### src/rtl/axi4_lite_wr_arbiter.sv
`default_nettype none
// ============================================================================
// Module   : axi4_lite_wr_arbiter
// Purpose  : Two-master to one-slave AXI4-Lite write-path arbiter. One full
//            write transaction (AW + W + B) is granted at a time. Arbitration
//            is round-robin; defining AXI_WR_ARB_FIXED_PRIO_EN switches it
//            to fixed priority (master 0 always wins on contention).
// Ports    : aclk / aresetn        clock, synchronous active-low reset
//            s_axi_*               two master-facing ports, master i at slice i
//            m_axi_*               single slave-facing port
// Revision : 1.0  initial release
// ============================================================================
module axi4_lite_wr_arbiter #(
   parameter int ADDRESS_SIZE = 5,
   parameter int DATA_SIZE    = 32
) (
   input  logic                         aclk,
   input  logic                         aresetn,
   input  logic [2*ADDRESS_SIZE-1:0]    s_axi_awaddr,
   input  logic [1:0]                   s_axi_awvalid,
   output logic [1:0]                   s_axi_awready,
   input  logic [2*DATA_SIZE-1:0]       s_axi_wdata,
   input  logic [2*(DATA_SIZE/8)-1:0]   s_axi_wstrb,
   input  logic [1:0]                   s_axi_wvalid,
   output logic [1:0]                   s_axi_wready,
   output logic [3:0]                   s_axi_bresp,
   output logic [1:0]                   s_axi_bvalid,
   input  logic [1:0]                   s_axi_bready,
   output logic [ADDRESS_SIZE-1:0]      m_axi_awaddr,
   output logic                         m_axi_awvalid,
   input  logic                         m_axi_awready,
   output logic [DATA_SIZE-1:0]         m_axi_wdata,
   output logic [DATA_SIZE/8-1:0]       m_axi_wstrb,
   output logic                         m_axi_wvalid,
   input  logic                         m_axi_wready,
   input  logic [1:0]                   m_axi_bresp,
   input  logic                         m_axi_bvalid,
   output logic                         m_axi_bready
);

   localparam int STRB_SIZE = DATA_SIZE / 8;

   typedef enum logic [1:0] {
      IDLE = 2'd0,
      XFER = 2'd1,
      RESP = 2'd2
   } state_t;

   state_t state, state_nxt;
   logic   gnt, gnt_nxt;
   logic   aw_done, aw_done_nxt;
   logic   w_done, w_done_nxt;
   logic   pick;
   logic   sel_awvalid, sel_wvalid, sel_bready;
   logic   aw_hs, w_hs;

`ifdef AXI_WR_ARB_FIXED_PRIO_EN
   // Master 1 only wins when master 0 is not requesting.
   assign pick = ~s_axi_awvalid[0];
`else
   logic   last, last_nxt;
   // On contention the master that was not served last goes next.
   assign pick = (&s_axi_awvalid) ? ~last : s_axi_awvalid[1];
`endif

   // Payload is always muxed from the granted slice; only valids are gated.
   assign m_axi_awaddr = gnt ? s_axi_awaddr[2*ADDRESS_SIZE-1:ADDRESS_SIZE]
                             : s_axi_awaddr[ADDRESS_SIZE-1:0];
   assign m_axi_wdata  = gnt ? s_axi_wdata[2*DATA_SIZE-1:DATA_SIZE]
                             : s_axi_wdata[DATA_SIZE-1:0];
   assign m_axi_wstrb  = gnt ? s_axi_wstrb[2*STRB_SIZE-1:STRB_SIZE]
                             : s_axi_wstrb[STRB_SIZE-1:0];

   assign sel_awvalid  = gnt ? s_axi_awvalid[1] : s_axi_awvalid[0];
   assign sel_wvalid   = gnt ? s_axi_wvalid[1]  : s_axi_wvalid[0];
   assign sel_bready   = gnt ? s_axi_bready[1]  : s_axi_bready[0];

   always_ff @(posedge aclk) begin
      if (!aresetn) begin
         state   <= IDLE;
         gnt     <= 1'b0;
         aw_done <= 1'b0;
         w_done  <= 1'b0;
`ifndef AXI_WR_ARB_FIXED_PRIO_EN
         last    <= 1'b1;
`endif
      end else begin
         state   <= state_nxt;
         gnt     <= gnt_nxt;
         aw_done <= aw_done_nxt;
         w_done  <= w_done_nxt;
`ifndef AXI_WR_ARB_FIXED_PRIO_EN
         last    <= last_nxt;
`endif
      end
   end

   always_comb begin
      state_nxt     = state;
      gnt_nxt       = gnt;
      aw_done_nxt   = aw_done;
      w_done_nxt    = w_done;
`ifndef AXI_WR_ARB_FIXED_PRIO_EN
      last_nxt      = last;
`endif
      aw_hs         = 1'b0;
      w_hs          = 1'b0;
      m_axi_awvalid = 1'b0;
      m_axi_wvalid  = 1'b0;
      m_axi_bready  = 1'b0;
      s_axi_awready = 2'b00;
      s_axi_wready  = 2'b00;
      s_axi_bvalid  = 2'b00;
      s_axi_bresp   = 4'b0000;

      case (state)
         IDLE: begin
            // Grant cycle: no ready is raised here, the grant takes effect next cycle.
            if (|s_axi_awvalid) begin
               gnt_nxt   = pick;
               state_nxt = XFER;
            end
         end

         XFER: begin
            m_axi_awvalid      = sel_awvalid & ~aw_done;
            s_axi_awready[gnt] = m_axi_awready & ~aw_done;
            m_axi_wvalid       = sel_wvalid & ~w_done;
            s_axi_wready[gnt]  = m_axi_wready & ~w_done;
            aw_hs              = m_axi_awvalid & m_axi_awready;
            w_hs               = m_axi_wvalid & m_axi_wready;
            // AW and W finish independently; leave once both are in, counting
            // a final handshake that lands this very cycle.
            if ((aw_done | aw_hs) & (w_done | w_hs)) begin
               aw_done_nxt = 1'b0;
               w_done_nxt  = 1'b0;
               state_nxt   = RESP;
            end else begin
               aw_done_nxt = aw_done | aw_hs;
               w_done_nxt  = w_done | w_hs;
            end
         end

         RESP: begin
            s_axi_bvalid[gnt] = m_axi_bvalid;
            m_axi_bready      = sel_bready;
            if (gnt) begin
               s_axi_bresp[3:2] = m_axi_bresp;
            end else begin
               s_axi_bresp[1:0] = m_axi_bresp;
            end
            if (m_axi_bvalid & sel_bready) begin
`ifndef AXI_WR_ARB_FIXED_PRIO_EN
               last_nxt  = gnt;
`endif
               state_nxt = IDLE;
            end
         end

         default: begin
            state_nxt = IDLE;
         end
      endcase

      // Keep every handshake output quiet while reset is held.
      if (!aresetn) begin
         m_axi_awvalid = 1'b0;
         m_axi_wvalid  = 1'b0;
         m_axi_bready  = 1'b0;
         s_axi_awready = 2'b00;
         s_axi_wready  = 2'b00;
         s_axi_bvalid  = 2'b00;
         s_axi_bresp   = 4'b0000;
      end
   end

endmodule
`default_nettype wire

### config.mk
export PLATFORM = sky130hd
export DESIGN_NAME = axi4_lite_wr_arbiter
export DESIGN_NICKNAME = d
export VERILOG_FILES = /design/src/rtl/axi4_lite_wr_arbiter.sv
export SDC_FILE = /design/constraint.sdc
export NUM_CORES = 1
export LEC_CHECK = 0
export ABC_AREA = 1
export ABC_CLOCK_PERIOD_IN_PS = 2000
export BUFFER_PORTS_ARGS = -buffer_cell sky130_fd_sc_hd__clkbuf_2
export CAP_MARGIN = 10
export CORE_UTILIZATION = 32
export DETAILED_ROUTE_END_ITERATION = 10
export GPL_TIMING_DRIVEN = 0
export PLACE_DENSITY = 0.86
export SETUP_SLACK_MARGIN = 0.2
export SLEW_MARGIN = 25
export SYNTH_ARGS = -nofsm -noshare
export SYNTH_HDL_FRONTEND = slang
export SYNTH_SLANG_ARGS = --single-unit
export TNS_END_PERCENT = 30
### constraint.sdc
create_clock -name aclk -period 2 [get_ports aclk]
set_clock_uncertainty 0.15 [all_clocks]
set_input_delay 0.2 -clock aclk [delete_from_list [all_inputs] [get_ports aclk]]
set_output_delay 0.2 -clock aclk [all_outputs]
set_load 0.05 [all_outputs]
==> flow_metrics.py, run 1 <==
metrics = {
    "run_status": {
        "run_status": "finished, final reports clean",
    },
    "sta": {
        "worst-slew-pin-transition_ns": 0.281,
        "final-max-slew-violation-count": 0,
        "maxClockFrequency_mhz": 572,
        "layout_worst_path_cycle_share_pct": 87.5,
        "finalSetupViolCount": 0,
        "slew_headroom_pct": 81.3,
        "finalWorstPathRequiredPeriod_ns": 1.75,
        "hold_viol": 0,
        "unrepaired_setup_endpoints_after_global_routing": "true",
        "finalHoldWorstSlack_ns": 0.0880,
    },
    "die": {
        "floorplan.die_area_sq_mm": 0.00341,
        "placement_rows": 20,
        "fp.dieH_um": 58.4,
        "boundaryPins": 149,
        "placeableCoreArea_sq_mm": 0.00303,
        "fp.dieW_um": 58.4,
        "start_util_pct": 33.6,
    },
    "global_route": {
        "grt_max_degree": 11,
        "grt.total_usage_pct": 22.3,
        "grt-ovfl-total": 0,
        "number_of_antenna_violations_at_the_first_check_in_global_routing": 0,
        "first_global_vias": 1488,
        "grt_first_pass_wirelength_um": 6010,
    },
    "cts": {
        "postCtsSetupRepairBufs": 0,
        "sink_count_of_the_clock_tree": 6,
        "clock_tree.buffer_depth": 2,
        "cts_root_buffer": "clkbuf_4",
        "worstSkewPairLatency_ns": 0.25,
        "cts_tree": "built",
        "numCtsBuffers": 3,
        "clock_slew_at_reported_path_ffs_ns": 0.05,
        "htreeDepth": 1,
    },
    "cells_and_area": {
        "finish.utilization_pct": 65.7,
        "drive_gt1_share_pct": 48.5,
        "nFillCells": 304,
        "antenna_diode_count": 0,
        "layout.nets": 466,
        "flow.area_growth_from_synthesis_pct": 95.5,
        "fin_area_sq_mm": 0.00199,
    },
    "synthesis": {
        "synthDominantCellAreaShare_pct": 53.4,
        "post_synth_num_cell_types": 22,
        "synth_common_cells": "145 x nand2_1, 12 x inv_1, 8 x clkbuf_1, 8 x nor2_1, 8 x nor3_1",
        "postSynthRegisterBits": 6,
        "synth_enable_flop_cells": 0,
        "yosysWarningCount": 0,
        "synth_ff_type": "dfxtp_1",
        "post_syn_nets": 314,
        "syn-cell-area_sq_mm": 0.00102,
        "postSynthCellCount": 219,
        "async_sr_flop_fraction_pct": 0,
        "post_synthesis_sequential_area_ratio_pct": 11.8,
        "synth_top_area_cells": "nand2_1 53%, dfxtp_1 12%, inv_1 4.4%",
        "yosysMostFrequentCell": "nand2_1",
        "netlist.top_cell.by_area": "nand2_1",
        "synthesis.area_per_instance_sq_um": 4.65,
    },
    "routing": {
        "detail_route.drc_violations": 0,
        "drt.antenna.violating_nets": 0,
        "detail_route.iter0.violations": 69,
        "drt_first_pass_iters": 6,
        "route.detailed.vias_per_inst": 4.32,
        "wl_per_cell_um": 9.65,
        "route.vias.total": 1783,
        "totalWireLength_um": 3990,
    },
    "place": {
        "place_area_sq_mm": 0.00181,
        "gp_routability_congestion": 0.797,
        "placement.io_buffers": 147,
        "detailed_place_hpwl_um": 3180,
    },
    "power": {
        "internal_power_w": 0.000501,
        "total_leakage_power_nw": 1.30,
        "seq_power_share_pct": 12.2,
        "power_density_mw_per_mm2": 616,
        "p_sw_w": 0.000726,
        "share_comb_of_total_power_pct": 78.0,
        "vdd_drop_max_uv": 311,
        "power.share.switching_pct": 59.1,
        "power.clock.fraction_pct": 9.7,
    },
    "setup_path": {
        "worst-path-max-fanout": 10,
        "setup.worst_path.class": "reg2out",
        "timing.critical_path.to_type": "output port",
        "cp_data_arrival_time_ns": 1.40,
        "path_cells": "inv_2 > buf_6 > nand2_1 > nor3_1 > clkbuf_2",
        "cp.required_ns": 1.65,
        "critPathTopFamily": "buffers and inverters",
        "cp.buffers_inverters": 3,
        "timing.critical_path.slowest_stage_cell": "dfxtp_2",
        "highest_cell_delay_on_the_worst_timing_path_ns": 0.34,
        "crit_path_start_kind": "flip-flop",
    },
    "flow_run": {
        "cap_viol_max_count": 0,
    },
    "hold_path": {
        "hold_class": "in2reg",
    },
}
## cell type report
type	count	area [sq um]	share of cell area, %
clock buffer	3	22.5	1.13
multi-input combinational	185	791	39.7
inverter	17	63.8	3.21
timing repair buffer	147	855	42.9
tap	44	55.1	2.77
buffer	11	80.1	4.02
sequential	6	124	6.22
## power by group through the flow
stage / Clock, W / Sequential, W / Combinational, W
floorplan: 0 / 0.000147 / 0.000657
global placement: 0 / 0.000149 / 0.000882
detailed placement: 0 / 0.000149 / 0.000889
CTS: 0.000123 / 0.000147 / 0.000946
global route: 0.000125 / 0.000152 / 0.00103
finish: 0.000119 / 0.000150 / 0.000958
## state kept, by name (all words and copies together) (netlist names)
signal,cells
w_done,1
aw_done,1
gnt,1
last,1
state,2
## placed cells by master, fill, tap and decap left out, drive strengths merged
master,Yosys,layout
clkbuf,9,149
nand2,146,146
inv,17,17
buf,2,12
nor2,11,11
nor3,8,8
nand3,7,7
a21oi,7,7
dfxtp,6,6
or2,2,2
and3,1,1
nand4,1,1
o21ai,1,1
o311ai,1,1
## logic make-up after synthesis
kind of cell | synth area share [%]
and+or+nand+nor | 71.5
DFF | 11.8
buffers and inverters | 11.5
AOI/OAI and AO/OA | 5.16
## per-layer routing
layer | GRT usage, % | vias up | part of all wire [%]
met5 | 0 | - | 0
met4 | 8.50 | 0 | 1.2
met3 | 1.98 | 5 | 5.3
met2 | 42.7 | 67 | 54
met1 | 25.4 | 744 | 39
li1 | - | 967 | -
## metrics by stage
step | power, W | TNS (ns) | std cells | worst slack, ns
3_3_place_gp | 0.00103 | 0 | 410 | 0.212
2_1_floorplan | 0.000804 | -0.612 | 219 | -0.105
6_report | 0.00123 | 0 | 413 | 0.251
5_1_grt | 0.00130 | 0 | 413 | 0.161
4_1_cts | 0.00122 | 0 | 413 | 0.155
3_5_place_dp | 0.00104 | 0 | 410 | 0.249
## path summary, 6_finish.rpt
path                   startpoint               endpoint  slack, ns  cells after the start
max              gnt$_SDFFE_PN0P_         s_axi_bresp[0]       0.25                      5
min                       aresetn      last$_SDFFE_PN1P_       0.09                      2
max reg2reg      gnt$_SDFFE_PN0P_  state[1]$_SDFFE_PN0P_       0.68                      7
min reg2reg  aw_done$_SDFFE_PN0P_   aw_done$_SDFFE_PN0P_       0.31                      2
## repair_timing
| action | CTS | global route |
|---|---|---|
| gates resized for setup | 50 | 36 |
| endpoints found under the setup margin | 48 | 52 |
| hold buffers | 0 | 0 |
Power figures use the tool's default switching activity.
==> run 2: changes to the inputs <==
--- a/config.mk
+++ b/config.mk
@@ -12,7 +12,7 @@
 export CORE_UTILIZATION = 32
 export DETAILED_ROUTE_END_ITERATION = 10
 export GPL_TIMING_DRIVEN = 0
-export PLACE_DENSITY = 0.86
+export PLACE_DENSITY = 0.95
 export SETUP_SLACK_MARGIN = 0.2
 export SLEW_MARGIN = 25
 export SYNTH_ARGS = -nofsm -noshare
==> run 2 against run 1 <==
Net effect:
- via count rose by 3.9%
- first-iteration DRC count up 55%
- combinational power up 0.6%
- power rose by 0.46%
- design area is 0.25% higher
- clock power is essentially flat
- clock-buffer cell count stayed put
- routed wire length up 3.8%
- largest cell class unchanged
==> flow_metrics.py, run 2 (synthesis results as in run 1) <==
metrics = {
    "setup_path": {
        "crit_path_start_kind": "flip-flop",
        "rr_worst_depth": 8,
        "timing.critical_path.to_type": "output port",
        "timing.critical_path.slowest_stage_cell": "dfxtp_2",
        "cp_data_arrival_time_ns": 1.47,
        "highest_cell_delay_on_the_worst_timing_path_ns": 0.34,
        "cp.required_ns": 1.65,
        "cpMostUsedCell": "inv_2",
        "setup.worst_path.class": "reg2out",
        "reg2reg_from": "gnt$_SDFFE_PN0P_",
        "worst-path-max-fanout": 6,
        "setup.reg_to_reg.worst_slack_ns": 0.72,
        "path_cells": "inv_2 > nor2_4 > inv_2 > nor2_2 > inv_2 > nor3_1 > buf_4",
        "cp-startpoint": "state[0]$_SDFFE_PN0P_",
        "total_number_of_cells_along_the_worst_setup_path": 7,
        "cp.buffers_inverters": 4,
        "critPathTopFamily": "buffers and inverters",
        "rr_endpoint": "state[1]$_SDFFE_PN0P_",
    },
    "die": {
        "fp.dieH_um": 58.4,
        "floorplan.die_area_sq_mm": 0.00341,
        "fp.dieW_um": 58.4,
        "start_util_pct": 33.6,
        "placeableCoreArea_sq_mm": 0.00303,
        "placement_rows": 20,
        "boundaryPins": 149,
    },
    "cts": {
        "clock_slew_at_reported_path_ffs_ns": 0.05,
        "postCtsSetupRepairBufs": 0,
        "sink_count_of_the_clock_tree": 6,
        "htreeDepth": 1,
        "numCtsBuffers": 3,
        "clock_tree.buffer_depth": 2,
        "worstSkewPairLatency_ns": 0.25,
        "cts_root_buffer": "clkbuf_4",
        "cts_tree": "built",
    },
    "power": {
        "power.share.switching_pct": 59.4,
        "vdd_drop_max_uv": 331,
        "design_power_total_w": 0.00123,
        "power_density_mw_per_mm2": 618,
        "share_comb_of_total_power_pct": 78.2,
        "power.clock.fraction_pct": 9.7,
        "seq_power_share_pct": 12.1,
        "internal_power_w": 0.000500,
        "p_sw_w": 0.000733,
        "total_leakage_power_nw": 1.30,
    },
    "sta": {
        "finalSetupViolCount": 0,
        "finalWorstPathRequiredPeriod_ns": 1.82,
        "maxClockFrequency_mhz": 550,
        "slew_headroom_pct": 81.3,
        "final-max-slew-violation-count": 0,
        "unrepaired_setup_endpoints_after_global_routing": "true",
        "layout_worst_path_cycle_share_pct": 90.9,
        "worst-slew-pin-transition_ns": 0.282,
        "hold_viol": 0,
    },
    "hold_path": {
        "hold-path-endpoint": "gnt$_SDFFE_PN0P_",
        "hp-start": "s_axi_awvalid[1]",
        "hold_class": "in2reg",
        "hold_depth": 3,
    },
    "run_status": {
        "run_status": "finished, final reports clean",
    },
    "global_route": {
        "grt_most_used_layer": "met2",
        "global_route.usage.met1_pct": 24.6,
        "global_route.usage.met2_pct": 42.7,
        "grt-ovfl-total": 0,
        "number_of_antenna_violations_at_the_first_check_in_global_routing": 0,
        "grt_first_pass_wirelength_um": 6080,
        "grt_max_degree": 11,
        "grt_use_met3_pct": 3.30,
        "grt.total_usage_pct": 22.7,
        "first_global_vias": 1492,
    },
    "cells_and_area": {
        "final_common_cell": "nand2_1",
        "flow.area_growth_from_synthesis_pct": 95.9,
        "flip_flop_count_of_the_largest_register_after_layout": 2,
        "antenna_diode_count": 0,
        "multi_input_comb_area_sq_um": 796,
        "nFillCells": 274,
        "finish.utilization_pct": 65.9,
        "most-common-layout-cells": "145 x nand2_1, 102 x clkbuf_2, 46 x clkbuf_4, 11 x inv_1, 10 x buf_4",
        "layout.nets": 466,
        "top_register": "state",
        "drive_gt1_share_pct": 48.5,
        "fin_area_sq_mm": 0.00200,
        "register_area_sq_um": 123,
    },
    "routing": {
        "route.vias.total": 1853,
        "totalWireLength_um": 4140,
        "wl_per_cell_um": 10.0,
        "detail_route.drc_violations": 0,
        "route.detailed.vias_per_inst": 4.49,
        "detail_route.iter0.violations": 107,
        "drt.antenna.violating_nets": 0,
        "drt_first_pass_iters": 4,
    },
    "place": {
        "placement.io_buffers": 147,
        "place_area_sq_mm": 0.00181,
        "gp_routability_congestion": 0.766,
        "detailed_place_hpwl_um": 3250,
    },
    "flow_run": {
        "cap_viol_max_count": 0,
    },
}
[run 2: final cells by class]
cell class / instances / share of cell area, %
Inverter: 17 / 3.20
Buffer: 11 / 3.82
Clock buffer: 3 / 1.13
Sequential cell: 6 / 6.14
Multi-Input combinational cell: 185 / 39.9
Timing Repair Buffer: 147 / 43.1
Tap cell: 44 / 2.76
[run 2: worst min-delay path, stage by stage]
cell      delay [ns]
clkbuf_2        0.10
nand3_1         0.09
a21oi_1         0.06
[run 2: power groups by stage]
stage / Combinational (W) / Clock [W] / Sequential (W)
floorplan: 0.000657 / 0 / 0.000147
global placement: 0.000879 / 0 / 0.000149
detailed placement: 0.000891 / 0 / 0.000150
CTS: 0.000950 / 0.000120 / 0.000148
global route: 0.00103 / 0.000126 / 0.000151
finish: 0.000964 / 0.000120 / 0.000149
[run 2: metal layers]
metal  vias to the layer above  wire length (um)  share of wire (%)
met1                       786              1550                 37
met5                         -                 0                  0
met4                         0               132                3.2
met2                        88              2180                 53
li1                        964                 -                  -
met3                        15               274                6.6
[run 2: worst max-delay path by stage]
| stage | to | slack [ns] |
|---|---|---|
| 2_1_floorplan | s_axi_awready[0] | -0.10 |
| 3_5_place_dp | m_axi_awaddr[2] | 0.23 |
| 4_1_cts | s_axi_bvalid[0] | 0.17 |
| 3_3_place_gp | m_axi_wstrb[2] | 0.23 |
| 6_report | s_axi_awready[0] | 0.18 |
| 5_1_grt | s_axi_awready[0] | 0.08 |
[run 2: metrics by stage]
| stage | TNS [ns] | instances | hold slack (ns) | setup WS [ns] |
|---|---|---|---|---|
| 2_1_floorplan | -0.612 | 219 | 0.214 | -0.105 |
| 3_3_place_gp | 0 | 410 | 0.302 | 0.229 |
| 3_5_place_dp | 0 | 410 | 0.310 | 0.231 |
| 4_1_cts | 0 | 413 | 0.0859 | 0.175 |
| 5_1_grt | 0 | 413 | 0.104 | 0.0795 |
| 6_report | 0 | 413 | 0.0887 | 0.182 |
[run 2: repair_timing]
action	4_1_cts	5_1_grt
resized for setup	54	33
hold buffers	0	0
setup endpoints to repair	48	47
==> run 3: changes to the inputs <==
--- a/config.mk
+++ b/config.mk
@@ -5,14 +5,15 @@
 export SDC_FILE = /design/constraint.sdc
 export NUM_CORES = 1
 export LEC_CHECK = 0
-export ABC_AREA = 1
+export ABC_AREA = 0
 export ABC_CLOCK_PERIOD_IN_PS = 2000
 export BUFFER_PORTS_ARGS = -buffer_cell sky130_fd_sc_hd__clkbuf_2
 export CAP_MARGIN = 10
-export CORE_UTILIZATION = 32
+export CORE_AREA = 2 2 59 61
 export DETAILED_ROUTE_END_ITERATION = 10
+export DIE_AREA = 0 0 61 63
 export GPL_TIMING_DRIVEN = 0
-export PLACE_DENSITY = 0.95
+export PLACE_DENSITY = 0.94
 export SETUP_SLACK_MARGIN = 0.2
 export SLEW_MARGIN = 25
 export SYNTH_ARGS = -nofsm -noshare
==> run 3 against run 2 <==
Net effect:
- sequential cell count did not move
- design area decreased by 3.8%
- critical path depth fell by 3
- non-clock buffer count decreased by 1
- global-route usage shrank 6.0 points
- first-iteration DRC count shrank 70%
- clock power is 8% lower
==> flow_metrics.py, run 3 <==
metrics = {
    "sta": {
        "finalSetupViolCount": 0,
        "tns_ns": 0,
        "finalWorstPathRequiredPeriod_ns": 1.76,
        "hold_viol": 0,
        "worst-slew-pin-transition_ns": 0.331,
        "final-max-slew-violation-count": 0,
        "unrepaired_setup_endpoints_after_global_routing": "true",
        "slew_headroom_pct": 77.9,
        "layout_worst_path_cycle_share_pct": 88.0,
        "maxClockFrequency_mhz": 568,
    },
    "global_route": {
        "grt.total_usage_pct": 16.7,
        "grt_max_degree": 11,
        "grt_first_pass_wirelength_um": 5050,
        "number_of_antenna_violations_at_the_first_check_in_global_routing": 0,
        "first_global_vias": 1292,
        "grt-ovfl-total": 0,
    },
    "cells_and_area": {
        "flow.area_growth_from_synthesis_pct": 105,
        "register_area_sq_um": 123,
        "drive_gt1_share_pct": 79.3,
        "antenna_diode_count": 0,
        "most-common-layout-cells": "99 x clkbuf_2, 41 x mux2_2, 22 x clkbuf_4, 16 x buf_4, 13 x nor2_1",
        "top_register": "state",
        "layout.nets": 358,
        "nFillCells": 309,
        "final_common_cell": "clkbuf_2",
        "multi_input_comb_area_sq_um": 771,
        "flip_flop_count_of_the_largest_register_after_layout": 2,
    },
    "die": {
        "floorplan.die_area_sq_mm": 0.00384,
        "placeableCoreArea_sq_mm": 0.00323,
        "fp.dieW_um": 61,
        "placement_rows": 21,
        "fp.dieH_um": 63,
        "boundaryPins": 149,
        "start_util_pct": 29.0,
    },
    "cts": {
        "clock_tree.buffer_depth": 2,
        "cts_tree": "built",
        "numCtsBuffers": 3,
        "post_cts_hold_buffer_count": 0,
        "sink_count_of_the_clock_tree": 6,
        "clock_slew_at_reported_path_ffs_ns": 0.04,
        "postCtsSetupRepairBufs": 0,
        "worstSkewPairLatency_ns": 0.24,
        "htreeDepth": 1,
        "cts_root_buffer": "clkbuf_4",
    },
    "routing": {
        "detail_route.drc_violations": 0,
        "detail_route.iter0.violations": 32,
        "route.detailed.vias_per_inst": 4.64,
        "drt_first_pass_iters": 4,
        "wl_per_cell_um": 11.7,
        "drt.antenna.violating_nets": 0,
        "route.vias.total": 1425,
        "totalWireLength_um": 3590,
    },
    "setup_path": {
        "cp_data_arrival_time_ns": 1.41,
        "timing.critical_path.slowest_stage_cell": "dfxtp_2",
        "rr_endpoint": "state[1]$_SDFFE_PN0P_",
        "highest_cell_delay_on_the_worst_timing_path_ns": 0.34,
        "setup.worst_path.class": "reg2out",
        "reg2reg_from": "gnt$_SDFFE_PN0P_",
        "rr_worst_depth": 5,
        "timing.critical_path.to_type": "output port",
        "worst-path-max-fanout": 5,
        "crit_path_start_kind": "flip-flop",
        "cp.required_ns": 1.65,
        "setup.reg_to_reg.worst_slack_ns": 0.53,
        "path_cells": "buf_6 > mux2_4 > and2_1 > clkbuf_2",
    },
    "power": {
        "total_leakage_power_nw": 1.03,
        "design_power_total_w": 0.000928,
        "share_comb_of_total_power_pct": 73.5,
        "power_density_mw_per_mm2": 484,
        "power.share.switching_pct": 50.2,
        "power.clock.fraction_pct": 11.9,
        "seq_power_share_pct": 14.6,
        "internal_power_w": 0.000463,
        "vdd_drop_max_uv": 202,
        "p_sw_w": 0.000466,
    },
    "hold_path": {
        "hp-start": "s_axi_bready[1]",
        "hold_depth": 3,
        "hold_class": "in2reg",
        "hold-path-endpoint": "last$_SDFFE_PN1P_",
    },
    "place": {
        "placement.io_buffers": 148,
        "detailed_place_hpwl_um": 3020,
        "gp_routability_congestion": 0.803,
    },
    "synthesis": {
        "netlist.top_cell.by_area": "mux2_2",
        "synth_ff_type": "dfxtp_1",
        "synthesis.area_per_instance_sq_um": 8.61,
        "post_synth_num_cell_types": 26,
        "synth_enable_flop_cells": 0,
        "synthDominantCellAreaShare_pct": 49.2,
        "yosysWarningCount": 0,
        "largest_family_of_logic_cells_by_synthesized_area": "multiplexers",
        "post_syn_nets": 204,
        "post_synthesis_sequential_area_ratio_pct": 12.8,
        "synthXorXnorAreaFrac_pct": 0,
        "async_sr_flop_fraction_pct": 0,
        "yosysMostFrequentCell": "mux2_2",
        "yosys.area_share.simple_pct": 18.5,
        "synth-compound-area-share_pct": 9.87,
        "synth_common_cells": "41 x mux2_2, 13 x nor2_1, 10 x nand2_1, 6 x buf_2, 6 x dfxtp_1",
        "syn-cell-area_sq_um": 938,
        "synth.mux.area_fraction_pct": 53.6,
        "synth_top_area_cells": "mux2_2 49%, dfxtp_1 13%, nor2_1 5.2%",
        "postSynthCellCount": 109,
        "postSynthRegisterBits": 6,
        "yosys.area_share.adder_pct": 0,
    },
    "flow_run": {
        "cap_viol_max_count": 0,
    },
    "run_status": {
        "run_status": "finished, final reports clean",
    },
}
==> run 3: cell types whose count changed in the layout (fill, tap and decap cells not counted), moves of 4 or more <==
| cell | previous run | this run |
|---|---|---|
| buf_2 | 1 | 12 |
| buf_4 | 10 | 16 |
| buf_6 | 2 | 8 |
| clkbuf_4 | 46 | 22 |
| inv_1 | 11 | 1 |
| inv_2 | 6 | 0 |
| mux2_2 | 0 | 41 |
| nand2_1 | 145 | 10 |
| nand3_1 | 6 | 0 |
| nor2_1 | 8 | 13 |
| nor3_1 | 5 | 1 |
==> run 3: worst max-delay path: cells and delay by family, from the launching register on <==
family                 cells  cell delay (ns)
buffers and inverters      2             0.36
flip-flops                 1             0.34
multiplexers               1             0.32
AND/OR/NAND/NOR            1             0.15
==> run 3: power groups by stage <==
stage,Combinational [W],Sequential [W],Clock [W]
after floorplan,0.000454,0.000135,0
after global placement,0.000622,0.000136,0
after detailed placement,0.000631,0.000136,0
after CTS,0.000661,0.000134,0.000114
after global routing,0.000717,0.000136,0.000125
final,0.000682,0.000135,0.000110
==> run 3: kinds of logic (layout without fill, tap and decap cells) <==
family          after synthesis  in the layout
flops                         6              6
simple gates                 36             36
mux                          44             44
compound gates               14             14
buf+inv                       9            161
==> run 3: stage by stage <==
stage	setup WS (ns)	instance area (sq um)	cells	utilization [%]	hold slack, ns
4_1_cts	0.171	1840	306	57.0	0.105
6_report	0.240	1920	307	59.4	0.106
3_3_place_gp	0.356	1740	303	53.7	0.345
5_1_grt	0.181	1920	307	59.4	0.140
2_1_floorplan	0.239	938	109	-	0.203
3_5_place_dp	0.356	1740	303	53.7	0.354
==> run 3: how the worst max path moves through the flow <==
| stage | endpoint | startpoint | cells after the start | slack, ns |
|---|---|---|---|---|
| floorplan | s_axi_bresp[0] | gnt$_SDFFE_PN0P_ | 4 | 0.24 |
| global placement | m_axi_wdata[20] | gnt$_SDFFE_PN0P_ | 4 | 0.36 |
| detailed placement | m_axi_wdata[20] | gnt$_SDFFE_PN0P_ | 4 | 0.36 |
| CTS | m_axi_wdata[20] | gnt$_SDFFE_PN0P_ | 4 | 0.17 |
| global route | s_axi_awready[0] | state[0]$_SDFFE_PN0P_ | 6 | 0.18 |
| finish | m_axi_wvalid | gnt$_SDFFE_PN0P_ | 4 | 0.24 |
==> run 3: repair_timing <==
action,in CTS,in global routing
endpoints found under the setup margin,44,52
gates resized for setup,33,66
cloned,0,1
==> run 3: layer usage <==
metal	wire length [um]	track usage, %	share of wire (%)	up-vias
li1	-	-	-	703
met3	263	3.31	7.3	2
met1	1250	17.2	35	651
met2	2060	32.8	57	69
met5	0	0	0	-
met4	19	3.53	0.53	0
==> run 3: cell type report <==
cell class | instances | area share (%)
buffer | 8 | 4.50
inverter | 1 | 0.196
tap | 46 | 3.00
multi-input combinational | 94 | 40.2
clock buffer | 3 | 1.17
timing repair buffer | 149 | 44.6
sequential | 6 | 6.39
